### config.mk
export PLATFORM = sky130hd
export DESIGN_NAME = iob_split_tmo
export DESIGN_NICKNAME = d
export VERILOG_FILES = /design/src/rtl/iob_split_tmo_pkg.sv /design/src/rtl/iob_split_tmo_cnt.sv /design/src/rtl/iob_split_tmo.sv
export SDC_FILE = /design/constraint.sdc
export NUM_CORES = 1
export LEC_CHECK = 0
export BUFFER_PORTS_ARGS = -buffer_cell sky130_fd_sc_hd__buf_2
export CAP_MARGIN = 30
export CORE_AREA = 2 2 131 133
export CTS_CLUSTER_SIZE = 12
export DETAILED_ROUTE_END_ITERATION = 10
export DIE_AREA = 0 0 133 135
export PLACE_DENSITY_LB_ADDON = 0.1
export SYNTH_ARGS = -nofsm -noshare
export SYNTH_HDL_FRONTEND = slang
export SYNTH_SLANG_ARGS = --single-unit
### constraint.sdc
create_clock -name clk -period 3 [get_ports clk]
set_clock_uncertainty 0.15 [all_clocks]
set_input_delay 0.45 -clock clk [delete_from_list [all_inputs] [get_ports clk]]
set_output_delay 0.45 -clock clk [all_outputs]
set_load 0.01 [all_outputs]
### src/rtl/iob_split_tmo_pkg.sv
// Shared interconnect header: native-bus request/response field layout and the split FSM encoding.
// Field positions are generic in ADDR_W/DATA_W; valid is the request MSB and ready is the response LSB.
package iob_split_tmo_pkg;

  localparam logic [1:0] ST_IDLE = 2'd0;
  localparam logic [1:0] ST_BUSY = 2'd1;
  localparam logic [1:0] ST_ERR  = 2'd2;

  // Request = {valid, address, wdata, wstrb}
  function automatic int req_w(input int aw, input int dw);
    return 1 + aw + dw + dw / 8;
  endfunction

  function automatic int req_wstrb_lsb();
    return 0;
  endfunction

  function automatic int req_wdata_lsb(input int dw);
    return dw / 8;
  endfunction

  function automatic int req_addr_lsb(input int dw);
    return dw / 8 + dw;
  endfunction

  function automatic int req_valid_bit(input int aw, input int dw);
    return dw / 8 + dw + aw;
  endfunction

  // Response = {rdata, ready}
  function automatic int resp_w(input int dw);
    return dw + 1;
  endfunction

  function automatic int resp_ready_bit();
    return 0;
  endfunction

  function automatic int resp_rdata_lsb();
    return 1;
  endfunction

endpackage

### src/rtl/iob_split_tmo_cnt.sv
// Clearable, enabled, saturating timeout counter; hit is combinational on count == TIMEOUT-1.
// TIMEOUT=0 ties hit low and removes the counter entirely.
module iob_split_tmo_cnt #(
  parameter int TIMEOUT = 255
) (
  input  logic clk,
  input  logic rst,
  input  logic clr,
  input  logic en,
  output logic hit
);

  generate
    if (TIMEOUT == 0) begin : g_off
      assign hit = 1'b0;
    end else begin : g_on
      localparam int CNT_W = $clog2(TIMEOUT + 1);
      localparam logic [CNT_W-1:0] CNT_LAST = CNT_W'(TIMEOUT - 1);
      localparam logic [CNT_W-1:0] CNT_MAX  = CNT_W'(TIMEOUT);

      logic [CNT_W-1:0] r_cnt;

      // Saturates at TIMEOUT so a stuck enable can never wrap back onto the hit value.
      always_ff @(posedge clk) begin
        if (rst || clr) begin
          r_cnt <= '0;
        end else if (en && (r_cnt != CNT_MAX)) begin
          r_cnt <= r_cnt + CNT_W'(1);
        end
      end

      assign hit = (r_cnt == CNT_LAST);
    end
  endgenerate

endmodule

### src/rtl/iob_split_tmo.sv
// 1:N native-bus split on an address field with per-transaction routing lock and stall timeout abort.
// Zero added latency on the normal path; timeout/decode errors answer from a one-cycle ERR state.
module iob_split_tmo
  import iob_split_tmo_pkg::*;
#(
  parameter int          N_SLAVES = 2,
  parameter int          ADDR_W   = 32,
  parameter int          DATA_W   = 32,
  parameter int          P_SEL    = ADDR_W - 1,
  parameter int          TIMEOUT  = 255,
  parameter logic [31:0] ERR_DATA = 32'hDEADBEEF
) (
  input  logic                                          clk,
  input  logic                                          rst,
  input  logic [req_w(ADDR_W, DATA_W)-1:0]              m_req,
  output logic [resp_w(DATA_W)-1:0]                     m_resp,
  output logic [N_SLAVES*req_w(ADDR_W, DATA_W)-1:0]     s_req,
  input  logic [N_SLAVES*resp_w(DATA_W)-1:0]            s_resp,
  output logic                                          err,
  output logic [ADDR_W-1:0]                             err_addr
);

  localparam int REQ_W    = req_w(ADDR_W, DATA_W);
  localparam int RESP_W   = resp_w(DATA_W);
  localparam int RQ_VLD   = req_valid_bit(ADDR_W, DATA_W);
  localparam int RQ_ADDR  = req_addr_lsb(DATA_W);
  localparam int RS_RDY   = resp_ready_bit();
  localparam int RS_DAT   = resp_rdata_lsb();
  localparam int SEL_W    = $clog2(N_SLAVES);
  localparam logic [DATA_W-1:0] ERR_D = DATA_W'(ERR_DATA);

  logic [1:0]          r_state;
  logic [1:0]          w_next;
  logic [SEL_W-1:0]    r_sel_q;
  logic [SEL_W-1:0]    w_sel;
  logic [SEL_W-1:0]    w_route;
  logic [ADDR_W-1:0]   r_err_addr;
  logic                w_m_valid;
  logic [ADDR_W-1:0]   w_m_addr;
  logic                w_dec_ok;
  logic                w_routing;
  logic                w_s_rdy;
  logic [DATA_W-1:0]   w_s_rdata;
  logic [N_SLAVES-1:0] w_s_valid;
  logic                w_m_ready;
  logic [DATA_W-1:0]   w_m_rdata;
  logic                w_hit;

  assign w_m_valid = m_req[RQ_VLD];
  assign w_m_addr  = m_req[RQ_ADDR +: ADDR_W];
  assign w_sel     = w_m_addr[P_SEL -: SEL_W];
  assign w_dec_ok  = (int'(w_sel) < N_SLAVES);
  // Once BUSY the latched select owns the route; later address wobble cannot redirect it.
  assign w_route   = (r_state == ST_BUSY) ? r_sel_q : w_sel;
  assign w_routing = ((r_state == ST_IDLE) && w_dec_ok) || (r_state == ST_BUSY);

  always_comb begin
    w_s_rdy   = 1'b0;
    w_s_rdata = '0;
    for (int i = 0; i < N_SLAVES; i++) begin
      if (int'(w_route) == i) begin
        w_s_rdy   = s_resp[i*RESP_W + RS_RDY];
        w_s_rdata = s_resp[i*RESP_W + RS_DAT +: DATA_W];
      end
    end
  end

  iob_split_tmo_cnt #(
    .TIMEOUT (TIMEOUT)
  ) u_cnt (
    .clk (clk),
    .rst (rst),
    .clr (r_state == ST_IDLE),
    .en  (r_state == ST_BUSY),
    .hit (w_hit)
  );

  always_ff @(posedge clk) begin
    if (rst) begin
      r_state <= ST_IDLE;
    end else begin
      r_state <= w_next;
    end
  end

  // Ready wins over a coincident timeout hit.
  always_comb begin
    w_next = r_state;
    unique case (r_state)
      ST_IDLE: begin
        if (w_m_valid) begin
          if (!w_dec_ok)     w_next = ST_ERR;
          else if (!w_s_rdy) w_next = ST_BUSY;
        end
      end
      ST_BUSY: begin
        if (w_m_valid && w_s_rdy) w_next = ST_IDLE;
        else if (w_hit)           w_next = ST_ERR;
      end
      ST_ERR:  w_next = ST_IDLE;
      default: w_next = ST_IDLE;
    endcase
  end

  always_ff @(posedge clk) begin
    if (rst) begin
      r_sel_q    <= '0;
      r_err_addr <= '0;
    end else begin
      if ((r_state == ST_IDLE) && (w_next == ST_BUSY)) r_sel_q <= w_sel;
      if ((r_state != ST_ERR) && (w_next == ST_ERR))   r_err_addr <= w_m_addr;
    end
  end

  always_comb begin
    w_s_valid = '0;
    w_m_ready = 1'b0;
    w_m_rdata = w_s_rdata;
    if (!rst) begin
      if (r_state == ST_ERR) begin
        w_m_ready = 1'b1;
        w_m_rdata = ERR_D;
      end else if (w_routing && w_m_valid) begin
        w_m_ready = w_s_rdy;
        for (int i = 0; i < N_SLAVES; i++) begin
          if (int'(w_route) == i) w_s_valid[i] = 1'b1;
        end
      end
    end
  end

  always_comb begin
    s_req = {N_SLAVES{1'b0, m_req[REQ_W-2:0]}};
    for (int i = 0; i < N_SLAVES; i++) begin
      s_req[i*REQ_W + RQ_VLD] = w_s_valid[i];
    end
  end

  assign m_resp   = {w_m_rdata, w_m_ready};
  assign err      = !rst && (r_state == ST_ERR);
  assign err_addr = r_err_addr;

endmodule

==> results.cfg, run 1 <==
[outcome]
outcome = completed

[setup_path]
crit_chain = and2b_4 -> nand2_1 -> nand2_1 -> buf_4 -> nand2_1 -> nand3_1 -> buf_2
crit_cells = 7
cp-start-kind = register
critPathKind = reg2out
required_ns = 2.40
critPathMaxStageDelay_ns = 0.44
rr_worst_depth = 6
cp_common_cell = nand2_1
critPathBufInv = 2
cpLargestDelayFamily = simple AND/OR/NAND/NOR gates
rrSetupSlack_ns = 0.76
critPathMaxFanout = 17
worst_path_max_delay_cell = dfxtp_1
arrival_ns = 2.04
crit_path_end_kind = output pin

[logic_synthesis]
dominantRegCellSynth = dfxtp_1
yosys_warnings = 0
synth_compound_area_share_pct = 14.0
syn_area_um2 = 3330
synth_top_area_share_pct = 32.2
syn_avg_cell_area_um2 = 7.15
synth_area_leader_cell = buf_4
syn_inst = 466
synthMuxAreaShare_pct = 0.413
synth.area.top_cells = buf_4, dfxtp_1, nand3_1, nand2_1, a21oi_1
synth.net_count = 605
ys_seq_elements = 43
synth_top_family_by_area = buffers and inverters
synth_edf_count = 0
synth-simple-area-share_pct = 22.5
ys_seq_area_share_pct = 25.8
synth_xor_area_share_pct = 1.31
ys_types = 33
synth_adder_area_share_pct = 0.751
async_flop_share_pct = 0

[clock_tree]
cts_tree = yes
cts.sinks = 43
clk_pin_slew_ns = 0.07
clk_latency_ns = 0.29
htree_levels = 2
holdBufCountCts = 0
clock_tree.root_cell = clkbuf_16
clock_path_buffers = 2
numCtsBuffers = 5
postCtsSetupRepairBufs = 0
cts-resized-gates = 0

[finish]
design_area_um2 = 3830
multi_input_area_um2 = 1300
n_fill_cell = 1870
regArea_um2 = 861
drive_gt1_share_pct = 46.3
nets = 689
mostFrequentLayoutCells = buf_2, nand2_1, nand3_1, a21oi_1, dfxtp_1
layout_commonest_cell = buf_2
area_growth_pct = 15.1

[routing]
vias = 3276
drtAntennaViolNets = 0
post_drt_wl_per_cell_um = 15.8
wirelength_um = 12200
first_pass_iters = 4
drt-initial-drc-count = 77
drcViolationCount = 0
vias_per_cell = 4.23

[floorplanning]
die_w_um = 133
boundaryPins = 341
die_y_um = 135
rows = 47
core_um2 = 16400
die_area_um2 = 18000
start_util_pct = 20.3

[pwr]
p_total_mw = 1.55
powerDensity_nw_per_um2 = 403
peakVddDrop_v = 0.000183
leakage_nw = 1.91

[sta]
max_freq_mhz = 379
relSlewSlack_pct = 53.4
timing.final.crit_share_pct = 87.9
rsz0062_at_grt = no
period_minus_slack_ns = 2.64
tightest_slew_ns = 0.699
hold_ws_ns = 0.270
setup_viol_count_final = 0
hold_viol_final = 0
drv_slew = 0
setup_tns_ns = 0

[global_routing]
gr-total-overflow = 0
grt_pass1_vias = 3292
grt_pass1_wl_um = 18300
grt_usage_pct = 13.0
grt_max_degree = 37
antenna_found_initial = 3

[worst_hold_path]
holdCritPathClass = in2reg
holdPathStages = 3

[place]
hpwl_um = 9600
place_area_um2 = 3670
portBuffers = 232
gp_congestion = 0.896

[job]
maxCapViolCount = 0
==> registers in the layout, summed over array words and instances (netlist names) <==
name / flops
r_sel_q: 1
r_state: 2
u_cnt.g_on.r_cnt: 8
err_addr: 32
==> logic make-up (layout without fill, tap and decap cells) <==
family / count (synthesis) / after routing
buffers and inverters: 167 / 252
AND/OR/NAND/NOR: 163 / 163
AO/OA/AOI/OAI: 85 / 85
flip-flops: 43 / 43
XOR/XNOR: 5 / 5
adder cells (fa/ha/maj): 2 / 2
multiplexers: 1 / 1
other: 0 / 3
==> cell type report <==
type,count,share of cell area (%)
Multi-Input combinational cell,256,33.9
Inverter,3,0.294
Antenna cell,3,0.196
Tap cell,220,7.18
Timing Repair Buffer,241,32.1
Clock inverter,1,0.229
Sequential cell,43,22.5
Clock buffer,7,3.72
==> final timing paths <==
kind / start / end
min: m_req[59] / err_addr[23]
max reg2reg: u_cnt.g_on.r_cnt[2] / err_addr[20]
max: r_state[0] / m_resp[27]
min reg2reg: err_addr[5] / err_addr[5]
==> worst reg2reg max path: cells and delay by family (launching register included) <==
family | cells | cell delay (ns)
buffers and inverters | 1 | 0.36
AND/OR/NAND/NOR | 4 | 1.11
AO/OA/AOI/OAI | 1 | 0.15
flip-flops | 1 | 0.41
==> per-stage QoR <==
stage / instances / setup slack, ns / util, %
after global routing: 773 / 0.130 / 23.3
final: 774 / 0.364 / 23.4
after global placement: 763 / 0.675 / 22.4
after floorplan: 466 / 0.871 / -
after CTS: 771 / 0.335 / 23.3
after detailed placement: 763 / 0.588 / 22.4
==> synthesized netlist by cell type, drive strengths merged, types with 4 or more instances <==
| cell | n |
|---|---|
| a21oi | 44 |
| dfxtp | 43 |
| nor2 | 12 |
| nand3 | 62 |
| o21ai | 35 |
| buf | 150 |
| clkbuf | 14 |
| nand2 | 71 |
| and2 | 4 |
| xor2 | 4 |
==> metal layers <==
layer | track usage, % | up-vias | part of all wire (%)
met3 | 3.87 | 27 | 8.8
met5 | 0 | - | 0
met1 | 15.5 | 1484 | 42
li1 | - | 1583 | -
met2 | 22.2 | 182 | 47
met4 | 4.84 | 0 | 2.2
==> report_power, final <==
part,switching (mW),internal [mW]
Clock,0.242,0.334
Sequential,0.00465,0.573
Combinational,0.232,0.160
No activity file was read; power rests on OpenSTA's default activity.
==> run 2, diff against run 1 <==
- BUFFER_PORTS_ARGS: -buffer_cell sky130_fd_sc_hd__buf_2 -> default
- CORE_AREA: 2 2 131 133 -> 2 2 134 136
- DIE_AREA: 0 0 133 135 -> 0 0 136 138
- DONT_BUFFER_PORTS: default -> 1
==> run 2 against run 1 <==
Wire length is 13% lower. Clock power is 9.0% lower. Combinational power is 52% lower. Highest routed layer unchanged. Critical path depth is 2 lower. Clock-buffer cell count is 1 lower.
==> results.cfg, run 2 (same netlist as run 1, synthesis figures left out) <==
[outcome]
outcome = completed

[routing]
wirelength_um = 10600
first_pass_iters = 4
post_drt_wl_per_cell_um = 19.6
vias_per_cell = 4.38
vias = 2380
drtAntennaViolNets = 0
drt-initial-drc-count = 63
drcViolationCount = 0

[sta]
hold_ws_ns = 0.0766
rsz0062_at_grt = no
timing.final.crit_share_pct = 89.1
relSlewSlack_pct = 35.7
tightest_slew_ns = 0.962
max_freq_mhz = 374
setup_viol_count_final = 0
drv_slew = 0
setup_tns_ns = 0
hold_viol_final = 0
period_minus_slack_ns = 2.67

[finish]
final_util_pct = 15.1
regArea_um2 = 861
drive_gt1_share_pct = 5.73
diodes = 0
layout_commonest_cell = nand2_1
largest_reg_flops = 32
n_fill_cell = 2058
area_growth_pct = -20.5
multi_input_area_um2 = 1310
nets = 454
mostFrequentLayoutCells = nand2_1, nand3_1, a21oi_1, dfxtp_1, o21ai_0

[job]
maxCapViolCount = 0

[clock_tree]
clock_path_buffers = 2
clk_latency_ns = 0.28
cts-resized-gates = 0
cts_tree = yes
numCtsBuffers = 5
holdBufCountCts = 0
cts.sinks = 43
clk_pin_slew_ns = 0.06
htree_levels = 2
clock_tree.root_cell = clkbuf_16
postCtsSetupRepairBufs = 0

[floorplanning]
die_w_um = 136
rows = 49
core_um2 = 17500
start_util_pct = 19.0
die_area_um2 = 18800
die_y_um = 138
boundaryPins = 341

[place]
hpwl_um = 7890
portBuffers = 0
gp_congestion = 0.731

[global_routing]
grt_max_degree = 38
grt_usage_pct = 10.6
gr-total-overflow = 0
grt_pass1_vias = 2370
antenna_found_initial = 0
grt_pass1_wl_um = 14900

[setup_path]
cp-start-kind = register
critPathKind = reg2out
critPathMaxStageDelay_ns = 0.45
crit_path_end_kind = output pin
critPathMaxFanout = 26
worst_path_max_delay_cell = dfxtp_1
required_ns = 2.40
crit_chain = and2b_4 -> mux2i_4 -> buf_4 -> nand2_1 -> a21oi_1
arrival_ns = 2.07

[pwr]
powerDensity_nw_per_um2 = 487
peakVddDrop_v = 0.000194
p_total_mw = 1.29
leakage_nw = 0.902

[worst_hold_path]
holdCritPathClass = in2reg
## run 2: final cells by class
cell class	count	share of cell area, %
Inverter	3	0.426
Multi-Input combinational cell	256	49.6
Timing Repair Buffer	6	1.70
Sequential cell	43	32.5
Clock buffer	6	4.87
Tap cell	229	10.8
## run 2: through the flow
stage,cells,setup slack (ns),instance area [µm²]
4_1_cts,543,0.297,2650
3_3_place_gp,537,0.661,2520
3_5_place_dp,537,0.621,2520
6_report,543,0.328,2650
5_1_grt,543,0.182,2650
2_1_floorplan,466,0.871,3330
## run 2: metal layers
metal / GRT usage [%] / routed length, µm
met1: 11.2 / 3870
met2: 18.8 / 5420
met3: 4.11 / 1120
met4: 3.67 / 216
met5: 0 / 0
## run 2: final timing paths
| check | from | endpoint | slack [ns] | cells after the start |
|---|---|---|---|---|
| worst max-delay path | r_state[0] | m_resp[18] | 0.33 | 5 |
| worst min-delay path | rst | err_addr[29] | 0.08 | 1 |
| worst max register to register | r_state[1] | err_addr[25] | 0.73 | 5 |
| worst min register to register | err_addr[8] | err_addr[8] | 0.37 | 2 |
## run 2: critical path: cells and delay by family, from the launching register on
kind                   cells  cell delay (ns)
AOI/OAI and AO/OA          1             0.27
buffers and inverters      1             0.35
and+or+nand+nor            2             0.36
muxes                      1             0.35
DFF                        1             0.45
## run 2: where the power goes
part	total, mW	switching [mW]	internal (mW)
Clock	0.524	0.223	0.300
Combinational	0.188	0.137	0.0502
Sequential	0.579	0.00520	0.574
Total	1.29	0.366	0.924
